### src/rtl/serial_frame_pkg.sv
// Shared definitions for the serial frame transmitter.
// FSM encodings and frame geometry live here.
package serial_frame_pkg;

    typedef enum logic [2:0] {
        IDLE   = 3'd0,
        START  = 3'd1,
        DATA   = 3'd2,
        PARITY = 3'd3,
        STOP   = 3'd4
    } state_t;

    localparam int DATA_BITS  = 8;
    // start + 8 data + stop; parity adds one more when enabled
    localparam int FRAME_BITS = 10;

endpackage

### src/rtl/serial_frame_tx_if.sv
// Byte-in handshake plus serial-line status bundle.
// master drives bytes in, slave is the transmitter.
interface serial_frame_tx_if;

    logic [7:0] din;
    logic       din_valid;
    logic       din_ready;
    logic       txd;
    logic       busy;
    logic       done;

    modport master (
        output din,
        output din_valid,
        input  din_ready,
        input  txd,
        input  busy,
        input  done
    );

    modport slave (
        input  din,
        input  din_valid,
        output din_ready,
        output txd,
        output busy,
        output done
    );

endinterface

### src/rtl/baud_tick_gen.sv
// Cycles-per-bit counter: tick marks the last cycle of a bit.
// clear holds the count at zero so the first bit starts aligned.
module baud_tick_gen #(
    parameter int CLKS_PER_BIT = 4
) (
    input  logic clk,
    input  logic reset,
    input  logic clear,
    output logic tick
);

    localparam int CW =
        (CLKS_PER_BIT > 1) ? $clog2(CLKS_PER_BIT) : 1;
    localparam logic [CW-1:0] LAST = CW'(CLKS_PER_BIT - 1);

    logic [CW-1:0] cnt;

    assign tick = (cnt == LAST);

    always_ff @(posedge clk) begin
        if (reset || clear || tick) begin
            cnt <= '0;
        end else begin
            cnt <= cnt + CW'(1);
        end
    end

endmodule

### src/rtl/serial_frame_tx.sv
// Serial frame transmitter: start, 8 data, optional parity, stop.
// All line outputs are registered from the next-state logic.
module serial_frame_tx
    import serial_frame_pkg::*;
#(
    parameter int CLKS_PER_BIT = 4,
    parameter int PARITY_EN    = 0,
    parameter int PARITY_ODD   = 0,
    parameter int MSB_FIRST    = 0
) (
    input  logic               clk,
    input  logic               reset,
    serial_frame_tx_if.slave   bus
);

    localparam logic [2:0] LAST_BIT = 3'(DATA_BITS - 1);

    state_t     state, state_n;
    logic [7:0] sr, sr_n;
    logic [2:0] bitcnt, bitcnt_n;
    logic       par, par_n;
    logic       txd_q, txd_n;
    logic       busy_q, busy_n;
    logic       done_q, done_n;
    logic       tick;
    logic       xfer;
    logic [7:0] sr_sh;

    baud_tick_gen #(
        .CLKS_PER_BIT(CLKS_PER_BIT)
    ) u_tick (
        .clk  (clk),
        .reset(reset),
        .clear(state == IDLE),
        .tick (tick)
    );

    assign bus.din_ready = (state == IDLE);
    assign bus.txd       = txd_q;
    assign bus.busy      = busy_q;
    assign bus.done      = done_q;

    assign xfer  = bus.din_valid && (state == IDLE);
    assign sr_sh = (MSB_FIRST != 0) ? {sr[6:0], 1'b0}
                                    : {1'b0, sr[7:1]};

    function automatic logic head(input logic [7:0] b);
        return (MSB_FIRST != 0) ? b[7] : b[0];
    endfunction

    always_comb begin
        state_n  = state;
        sr_n     = sr;
        bitcnt_n = bitcnt;
        par_n    = par;
        txd_n    = txd_q;
        busy_n   = busy_q;
        done_n   = 1'b0;
        unique case (state)
            IDLE: begin
                if (xfer) begin
                    state_n  = START;
                    sr_n     = bus.din;
                    par_n    = (^bus.din) ^ (PARITY_ODD != 0);
                    bitcnt_n = '0;
                    txd_n    = 1'b0;
                    busy_n   = 1'b1;
                end
            end
            START: begin
                if (tick) begin
                    state_n = DATA;
                    txd_n   = head(sr);
                end
            end
            DATA: begin
                if (tick) begin
                    if (bitcnt == LAST_BIT) begin
                        if (PARITY_EN != 0) begin
                            state_n = PARITY;
                            txd_n   = par;
                        end else begin
                            state_n = STOP;
                            txd_n   = 1'b1;
                        end
                    end else begin
                        sr_n     = sr_sh;
                        bitcnt_n = bitcnt + 3'd1;
                        txd_n    = head(sr_sh);
                    end
                end
            end
            PARITY: begin
                if (tick) begin
                    state_n = STOP;
                    txd_n   = 1'b1;
                end
            end
            STOP: begin
                if (tick) begin
                    state_n = IDLE;
                    txd_n   = 1'b1;
                    busy_n  = 1'b0;
                    done_n  = 1'b1;
                end
            end
            default: begin
                state_n = IDLE;
                txd_n   = 1'b1;
                busy_n  = 1'b0;
            end
        endcase
    end

    always_ff @(posedge clk) begin
        if (reset) begin
            state  <= IDLE;
            sr     <= '0;
            bitcnt <= '0;
            par    <= 1'b0;
            txd_q  <= 1'b1;
            busy_q <= 1'b0;
            done_q <= 1'b0;
        end else begin
            state  <= state_n;
            sr     <= sr_n;
            bitcnt <= bitcnt_n;
            par    <= par_n;
            txd_q  <= txd_n;
            busy_q <= busy_n;
            done_q <= done_n;
        end
    end

endmodule

### src/flat_wrapper.sv
// flat-port wrapper written by rule: the top's interface ports become plain ports
module serial_frame_tx_flat import serial_frame_pkg::*;
#(
    parameter int CLKS_PER_BIT = 4,
    parameter int PARITY_EN    = 0,
    parameter int PARITY_ODD   = 0,
    parameter int MSB_FIRST    = 0
)
  (clk, reset, bus_din, bus_din_valid, bus_din_ready, bus_txd, bus_busy, bus_done);
  serial_frame_tx_if bus_i ();
  input  logic clk;
  input  logic reset;
  input wire logic [$bits(bus_i.din)-1:0] bus_din;
  input wire logic [$bits(bus_i.din_valid)-1:0] bus_din_valid;
  output wire logic [$bits(bus_i.din_ready)-1:0] bus_din_ready;
  output wire logic [$bits(bus_i.txd)-1:0] bus_txd;
  output wire logic [$bits(bus_i.busy)-1:0] bus_busy;
  output wire logic [$bits(bus_i.done)-1:0] bus_done;
  assign bus_i.din = bus_din;
  assign bus_i.din_valid = bus_din_valid;
  assign bus_din_ready = bus_i.din_ready;
  assign bus_txd = bus_i.txd;
  assign bus_busy = bus_i.busy;
  assign bus_done = bus_i.done;
  serial_frame_tx #(.CLKS_PER_BIT(CLKS_PER_BIT), .PARITY_EN(PARITY_EN), .PARITY_ODD(PARITY_ODD), .MSB_FIRST(MSB_FIRST)) u_core (.clk(clk), .reset(reset), .bus(bus_i));
endmodule
### config.mk
export PLATFORM = sky130hd
export DESIGN_NAME = serial_frame_tx_flat
export DESIGN_NICKNAME = d
export VERILOG_FILES = /design/src/rtl/serial_frame_pkg.sv /design/src/rtl/serial_frame_tx_if.sv /design/src/rtl/baud_tick_gen.sv /design/src/rtl/serial_frame_tx.sv /design/src/flat_wrapper.sv
export SDC_FILE = /design/constraint.sdc
export NUM_CORES = 1
export LEC_CHECK = 0
export ABC_AREA = 1
export BUFFER_PORTS_ARGS = -buffer_cell sky130_fd_sc_hd__buf_4
export CAP_MARGIN = 20
export CELL_PAD_IN_SITES_DETAIL_PLACEMENT = 1
export CELL_PAD_IN_SITES_GLOBAL_PLACEMENT = 1
export CORE_UTILIZATION = 38
export CTS_CLUSTER_DIAMETER = 30
export DETAILED_ROUTE_END_ITERATION = 10
export GPL_TIMING_DRIVEN = 1
export MAX_ROUTING_LAYER = met4
export PLACE_DENSITY = 0.73
export RECOVER_POWER = 100
export SYNTH_ARGS = -nofsm -noshare
export SYNTH_HDL_FRONTEND = slang
export SYNTH_HIERARCHICAL = 1
export SYNTH_SLANG_ARGS = --single-unit
export TNS_END_PERCENT = 100
### constraint.sdc
create_clock -name clk -period 1.8 [get_ports clk]
set_clock_uncertainty 0.1 [all_clocks]
set_input_delay 0.36 -clock clk [delete_from_list [all_inputs] [get_ports clk]]
set_output_delay 0.36 -clock clk [all_outputs]
set_load 0.01 [all_outputs]
==> impl_metrics.json, run 1 <==
{
  "p_leak_nw": 0.537,
  "initial_core_util_pct": 41.5,
  "netlist_instances": 142,
  "crit_path_top_delay_cell": "dfxtp_1",
  "end_kind": "output port",
  "wl_met2_mm": 1.10,
  "viasPerCell": 5.00,
  "grt_pass1_vias": 965,
  "cts_resized": 0,
  "num_vias": 930,
  "wl_met3_um": 68,
  "die_area_um2": 2690,
  "cts_buffers": 3,
  "area_delta_synth_final_pct": 17.1,
  "fin_crit_ns": 1.66,
  "cp-start-kind": "flip-flop",
  "hold_class": "in2reg",
  "worstMarginPinSlew_ns": 0.419,
  "maxCapViolCount": 0,
  "final_antenna_net_count": 0,
  "cp_num_cells": 4,
  "finalNonFillerCells": 186,
  "antenna_found_initial": 0,
  "htreeDepth": 1,
  "worst-setup-path-type": "reg2out",
  "cts.sinks": 19,
  "drt-initial-drc-count": 1,
  "clk_pin_slew_ns": 0.12,
  "ir_drop_mv": 0.880,
  "top_layer": "met4",
  "cts_setup_buffers": 0,
  "synth.avg_cell_area_um2": 6.65,
  "post-place-cells": 182,
  "ctsHoldBuffers": 0,
  "crit_fanout": 7,
  "place_congestion": 0.815,
  "fmax_mhz": 602,
  "regArea_um2": 380,
  "routedWlPerCell_um": 12.5,
  "worst_slack_ns": 0.139,
  "diodes": 0,
  "slew_headroom_pct": 72.0,
  "holdPathStages": 2,
  "drcViolationCount": 0,
  "cts_max_path_buffers": 2,
  "num_rows": 17,
  "arrival_ns": 1.20,
  "syn_area_um2": 945,
  "pin_count": 15,
  "first_pass_iters": 4,
  "clkLatencyLatePin_ns": 0.31,
  "drt_wl_total_mm": 2.33,
  "yosysSeqAreaShare_pct": 40.3,
  "r2r_cells": 8,
  "grtUsageTotal_pct": 21.2,
  "synth-seq-cells": 19,
  "dp_hpwl_mm": 1.68,
  "dpl_worst_slack_ns": 0.120,
  "grt_first_pass_wirelength_mm": 4.07,
  "die_h_um": 51.9,
  "post-route-period-util_pct": 92.3,
  "fin_nets": 173,
  "final_cell_mix": "nand2_1, nor2_1, dfxtp_1",
  "crit_path_max_incr_delay_ns": 0.56,
  "portBuffers": 14,
  "cts_root_buf": "clkbuf_4",
  "cellPowerDensity_nw_per_um2": 1820,
  "coreArea_um2": 2280,
  "rsz0062_at_grt": "false",
  "required_ns": 1.34,
  "path_cells": "nor2_4 -> nand2_1 -> inv_1 -> clkbuf_2",
  "worst-path-buf-inv": 2,
  "fin_total_pwr_mw": 2.02,
  "grt-ovfl-total": 0,
  "setup_violations": 0,
  "crit_family": "flip-flops",
  "cts_tree": "built",
  "netlist-cell-type-count": 17,
  "grt_max_degree": 15,
  "syn-num-nets": 156,
  "final_hold_viol_count": 0,
  "fill_cells": 326,
  "finalSetupTns_ns": 0,
  "slew_viol_final": 0,
  "layout_commonest_cell": "nand2_1",
  "met1_length_mm": 1.09,
  "multi_input_area_um2": 499,
  "status": "finished, final reports clean",
  "drive_gt1_share_pct": 19.0,
  "ys_warn_count": 6,
  "die_x_um": 51.9
}
==> power breakdown <==
group / internal [mW] / switching, mW / total (mW)
logic: 0.361 / 0.695 / 1.06
registers: 0.584 / 0.143 / 0.727
clock network: 0.0849 / 0.149 / 0.234
==> cell families (layout without fill, tap and decap cells) <==
logic type	count (synthesis)	count (layout)	share of synthesized area, %
adder cells (fa/ha/maj)	3	3	3.97
AND/OR/NAND/NOR	85	85	38.1
AO/OA/AOI/OAI	17	17	9.40
buffers and inverters	18	34	8.21
flip-flops	19	19	40.3
==> synth_stat cells <==
cell	instances	area, µm²
a21oi_1	2	10.0
a21oi_2	1	8.76
buf_2	2	10.0
buf_6	1	11.3
dfxtp_1	19	380
ha_1	3	37.5
inv_1	11	41.3
inv_2	4	15.0
nand2_1	34	128
nand2_2	4	25.0
nand3_1	12	60.1
nand3_2	1	10.0
nor2_1	32	120
nor2_2	1	6.26
nor2_4	1	11.3
o21ai_0	4	20.0
o21ai_1	10	50.1
==> through the flow <==
step | hold WS, ns | area, µm² | util, %
final | 0.118 | 1110 | 48.6
after global routing | 0.113 | 1110 | 48.6
after CTS | 0.114 | 1100 | 48.4
after detailed placement | 0.311 | 1070 | 47.1
after global placement | 0.305 | 1070 | 47.1
after floorplan | 0.297 | 945 | -
==> final timing paths <==
kind	start	end	slack, ns
setup / recovery	u_core/state[0]	bus_din_ready	0.14
hold / removal	reset	u_core/sr[7]	0.12
setup reg to reg	u_core/state[1]	u_core/sr[1]	0.15
hold reg to reg	u_core/u_tick/cnt[0]	u_core/u_tick/cnt[0]	0.32
==> state kept, by name (all words and copies together) (netlist names) <==
name / cells
u_core/bitcnt: 3
u_core/u_tick/cnt: 2
u_core/bus.done: 1
u_core/sr: 8
u_core/bus.txd: 1
u_core/state: 3
u_core/bus.busy: 1
==> layer usage <==
layer,vias to the layer above,GRT usage (%)
li1,478,-
met1,430,23.6
met2,13,36.1
met3,9,5.26
met4,0,8.11
met5,-,-
==> layout make-up <==
class / count / share of cell area, %
Sequential cell: 19 / 34.4
Timing Repair Buffer: 15 / 9.28
Inverter: 15 / 5.32
Multi-Input combinational cell: 105 / 45.1
Tap cell: 28 / 3.17
Clock buffer: 3 / 2.04
Clock inverter: 1 / 0.679
No activity file was read; power rests on OpenSTA's default activity.
==> run 2, diff against run 1 <==
==> constraint.sdc (replaced) <==
create_clock -name clk -period 1.8 [get_ports clk]
set_clock_uncertainty 0.1 [all_clocks]
set_input_delay 0.27 -clock clk [delete_from_list [all_inputs] [get_ports clk]]
set_output_delay 0.27 -clock clk [all_outputs]
set_load 0.01 [all_outputs]
==> impl_metrics.json, run 2 (same netlist as run 1, synthesis figures left out) <==
{
  "status": "finished, final reports clean",
  "required_ns": 1.95,
  "drive_gt1_share_pct": 17.1,
  "first_pass_iters": 4,
  "cts_max_path_buffers": 2,
  "die_h_um": 51.9,
  "finalSetupTns_ns": 0,
  "arrival_ns": 1.79,
  "gr-max-usage-layer": "met2",
  "grt_use_met2_pct": 36.1,
  "final_hold_viol_count": 0,
  "regArea_um2": 380,
  "hold_class": "in2reg",
  "num_vias": 930,
  "grtUsageMet3_pct": 5.26,
  "grt_pass1_vias": 965,
  "cts_buffers": 3,
  "rsz0062_at_grt": "false",
  "dp_hpwl_mm": 1.68,
  "diodes": 0,
  "htreeDepth": 1,
  "pin_count": 15,
  "worst_slack_ns": 0.160,
  "p_leak_nw": 0.525,
  "routedWlPerCell_um": 12.3,
  "r2r-end": "u_core/sr[1]",
  "grtUsageTotal_pct": 21.2,
  "grt_max_degree": 15,
  "coreArea_um2": 2280,
  "fin_total_pwr_mw": 1.98,
  "rr_startpoint": "u_core/bitcnt[0]",
  "reg_top3": "u_core/sr (8), u_core/bitcnt (3), u_core/state (3)",
  "drcViolationCount": 0,
  "initial_core_util_pct": 41.5,
  "cts.sinks": 19,
  "max_flop_register": "u_core/sr",
  "worst-setup-path-type": "reg2reg",
  "antenna_found_initial": 0,
  "holdPathStages": 2,
  "area_delta_synth_final_pct": 15.5,
  "num_rows": 17,
  "fin_nets": 173,
  "slew_viol_final": 0,
  "layout_commonest_cell": "nand2_1",
  "cts_root_buf": "clkbuf_4",
  "final_antenna_net_count": 0,
  "worstMarginPinSlew_ns": 0.419,
  "clk_pin_slew_ns": 0.12,
  "grt_first_pass_wirelength_mm": 4.07,
  "slew_headroom_pct": 72.0,
  "post-route-period-util_pct": 91.1,
  "fmax_mhz": 610,
  "holdPathEnd": "u_core/sr[7]",
  "r2r_cells": 9,
  "r2r_slack_ns": 0.16,
  "setup_violations": 0,
  "cts_setup_buffers": 0,
  "die_x_um": 51.9,
  "grt-ovfl-total": 0,
  "cp-start-kind": "flip-flop",
  "portBuffers": 14,
  "die_area_um2": 2690,
  "cellPowerDensity_nw_per_um2": 1810,
  "cts_tree": "built",
  "drt_wl_total_mm": 2.29,
  "fin_crit_ns": 1.64,
  "place_congestion": 0.815,
  "multi_input_area_um2": 489,
  "final_cell_mix": "nand2_1, nor2_1, dfxtp_1",
  "ir_drop_mv": 0.880,
  "viasPerCell": 5.00,
  "min_from": "reset",
  "use_met1_pct": 23.6,
  "dpl_worst_slack_ns": 0.120,
  "end_kind": "flip-flop",
  "maxCapViolCount": 0,
  "drt-initial-drc-count": 2,
  "clkLatencyLatePin_ns": 0.31,
  "fill_cells": 328,
  "crit_fanout": 12,
  "largest_reg_flops": 8
}
==> run 2: timing repair <==
item / CTS / global route
endpoints found under the setup margin: 0 / 10
hold buffers: 0 / 0
gates resized for setup: 0 / 3
==> run 2: where the power goes <==
part	switching (mW)	leakage, nW	internal [mW]
Clock	0.149	0.0139	0.0849
Sequential	0.133	0.157	0.584
Combinational	0.687	0.354	0.340
==> run 2: critical path: stages, from the launching register on <==
cell and delay (ns):
dfxtp_1 0.35, ha_1 0.20, ha_1 0.20, inv_1 0.07, nand3_1 0.10, nand2_1 0.13
nand2_4 0.12, inv_4 0.14, nor2_1 0.05, nor2_1 0.10
==> run 2: layout make-up <==
cell class / instances / area share [%]
multi-input cells: 105 / 44.8
well taps: 28 / 3.21
repair buffers: 15 / 8.94
clock buffers: 3 / 2.06
flip-flops and latches: 19 / 34.9
inverters: 15 / 5.39
clock inverters: 1 / 0.688
==> run 2: metrics by stage <==
step / hold slack [ns] / cells / area [µm²] / utilization (%)
after floorplan: 0.232 / 142 / 945 / -
after global placement: 0.305 / 182 / 1070 / 47.1
after detailed placement: 0.311 / 182 / 1070 / 47.1
after CTS: 0.0238 / 186 / 1100 / 48.4
after global routing: 0.0231 / 186 / 1090 / 47.9
final: 0.0286 / 186 / 1090 / 47.9
==> run 2: worst max path at each step <==
stage	startpoint	end	slack, ns	depth (start not counted)
2_1_floorplan	u_core/bitcnt[0]	u_core/bitcnt[0]	0.37	9
3_3_place_gp	u_core/state[1]	u_core/sr[6]	0.21	7
3_5_place_dp	u_core/bitcnt[0]	u_core/sr[6]	0.12	9
4_1_cts	u_core/bitcnt[0]	u_core/sr[1]	0.06	9
5_1_grt	u_core/bitcnt[0]	u_core/sr[2]	0.007	9
6_report	u_core/bitcnt[0]	u_core/sr[1]	0.16	9
==> run 2: layer usage <==
metal / wire length (µm) / part of all wire [%]
met5: 0 / 0
met4: 64 / 2.8
met3: 65 / 2.8
met2: 1090 / 47
met1: 1070 / 47
==> run 3, diff against run 2 <==
Settings changed: GPL_ROUTABILITY_DRIVEN from default to 0, SYNTH_HIERARCHICAL 1 to default.
==> impl_metrics.json, run 3 <==
{
  "path_cells": "nor2_4 -> nand2_1 -> inv_1 -> buf_4",
  "num_rows": 18,
  "viasPerCell": 4.82,
  "final_hold_viol_count": 0,
  "ir_drop_mv": 0.996,
  "maxCapViolCount": 0,
  "grt_max_degree": 17,
  "synth-seq-cells": 19,
  "die_area_um2": 2950,
  "r2r_cells": 7,
  "cp-start-kind": "flip-flop",
  "finalSetupTns_ns": 0,
  "drcViolationCount": 0,
  "synthFlopType": "dfxtp_1",
  "synth_top_cell_area_share_pct": 36.6,
  "final_antenna_net_count": 0,
  "initial_core_util_pct": 41.2,
  "crit_path_top_delay_cell": "dfxtp_1",
  "slew_headroom_pct": 67.8,
  "diodes": 0,
  "worstMarginPinSlew_ns": 0.483,
  "clkLatencyLatePin_ns": 0.30,
  "worst-setup-path-type": "reg2out",
  "cts_buffers": 3,
  "setup_violations": 0,
  "cts_root_buf": "clkbuf_4",
  "grtUsageTotal_pct": 20.0,
  "fin_total_pwr_mw": 2.30,
  "final_cell_mix": "nand2_1, nor2_1, dfxtp_1",
  "worst-path-buf-inv": 2,
  "synth_edf_count": 0,
  "fmax_mhz": 585,
  "grt-ovfl-total": 0,
  "grt_pass1_vias": 960,
  "grt_first_pass_wirelength_mm": 4.08,
  "max_flop_register": "u_core.sr",
  "status": "finished, final reports clean",
  "fin_crit_ns": 1.71,
  "cellPowerDensity_nw_per_um2": 1990,
  "dpl_worst_slack_ns": 0.0972,
  "ys_warn_count": 0,
  "yosysSeqAreaShare_pct": 36.6,
  "netlist-cell-type-count": 20,
  "syn-num-nets": 171,
  "htreeDepth": 1,
  "first_pass_iters": 4,
  "reg_top3": "u_core.sr (8), u_core.bitcnt (3), u_core.state (3)",
  "dpl_cell_area_um2": 1150,
  "fin_area_um2": 1150,
  "portBuffers": 14,
  "die_x_um": 54.3,
  "coreArea_um2": 2520,
  "largest_reg_flops": 8,
  "synthArstFlopShare_pct": 0,
  "holdWs_ns": 0.0259,
  "drt-initial-drc-count": 13,
  "fill_cells": 365,
  "netlist_instances": 157,
  "drive_gt1_share_pct": 14.5,
  "required_ns": 1.43,
  "slew_viol_final": 0,
  "fin_nets": 187,
  "synth.avg_cell_area_um2": 6.62,
  "rsz0062_at_grt": "false",
  "worst_slack_ns": 0.0908,
  "pin_count": 15,
  "antenna_found_initial": 0,
  "dp_hpwl_mm": 1.89,
  "layout_commonest_cell": "nand2_1",
  "hold_class": "in2reg",
  "cts.sinks": 19,
  "routedWlPerCell_um": 12.1,
  "cp_num_cells": 4,
  "yosys-top-cells-area": "dfxtp_1, nand2_1, nor2_1, inv_1, o21ai_0",
  "holdPathStages": 2,
  "cts_tree": "built",
  "synth.most_common_cell": "nand2_1",
  "arrival_ns": 1.34,
  "die_h_um": 54.3,
  "cts_max_path_buffers": 2,
  "crit_family": "flip-flops",
  "drt_wl_total_mm": 2.45,
  "crit_path_max_incr_delay_ns": 0.40,
  "num_vias": 973,
  "synth_top_area_cell": "dfxtp_1",
  "clk_pin_slew_ns": 0.12,
  "end_kind": "output port",
  "p_leak_nw": 0.607,
  "synth.cells.most_frequent": "nand2_1, nor2_1, dfxtp_1",
  "crit_fanout": 5,
  "post-route-period-util_pct": 95.0,
  "syn_area_um2": 1040,
  "area_delta_synth_final_pct": 11.1
}
run 3: cell count changes after synthesis, moves of 3 or more:
cell     change
nand2_1      +8
o21ai_0      +6
o21ai_1      -6
inv_1        +4
nor2_1       +4
buf_6        +3
nand2_2      -3
nand3_1      -3
run 3: final cells by class:
| class | count | area, µm² | area share, % |
|---|---|---|---|
| multi-input combinational | 114 | 532 | 46.0 |
| sequential | 19 | 380 | 32.9 |
| timing repair buffer | 16 | 105 | 9.10 |
| inverter | 19 | 73.8 | 6.39 |
| tap | 30 | 37.5 | 3.25 |
| clock buffer | 4 | 26.3 | 2.28 |
run 3: power breakdown:
group          switching (mW)  internal, mW
registers               0.126         0.604
logic                   0.901         0.446
clock network           0.132        0.0862
total                    1.16          1.14
run 3: worst paths after layout:
check	endpoint	start	slack (ns)
max	bus_din_ready	u_core.state[2]	0.09
min	u_core.state[0]	reset	0.03
max reg2reg	u_core.sr[5]	u_core.bitcnt[0]	0.14
min reg2reg	u_core.u_tick.cnt[0]	u_core.u_tick.cnt[0]	0.34
run 3: per-layer routing:
layer  wire length [µm]  track usage [%]
met5                  0                -
met4                 12             3.42
met3                 60             5.00
met2               1280             37.0
met1               1100             21.5
run 3: timing repair:
item | 4_1_cts | 5_1_grt
hold endpoints to repair | 0 | 0
setup endpoints to repair | 0 | 1
hold buffers | 0 | 0
setup buffers | 0 | 0
resized for setup | 0 | 1
run 3: metrics by stage:
stage / utilization (%) / cells
after global placement: 45.5 / 198
after detailed placement: 45.5 / 198
final: 45.8 / 202
after floorplan: - / 157
after CTS: 46.5 / 202
after global routing: 45.8 / 202
run 3: cell families after synthesis:
logic type	count (synthesis)	synth area share, %
AOI/OAI and AO/OA	16	8.06
adders and majority gates	3	3.61
buffers and inverters	24	11.7
DFF	19	36.6
and+or+nand+nor	95	40.1
run 3: worst reg2reg max path, stage by stage, from the launching register on:
cell and delay, ns:
dfxtp_1 0.34, ha_1 0.20, ha_1 0.21, a21oi_1 0.17
nand3_2 0.23, inv_4 0.20, nor2_1 0.06, nor2_1 0.10
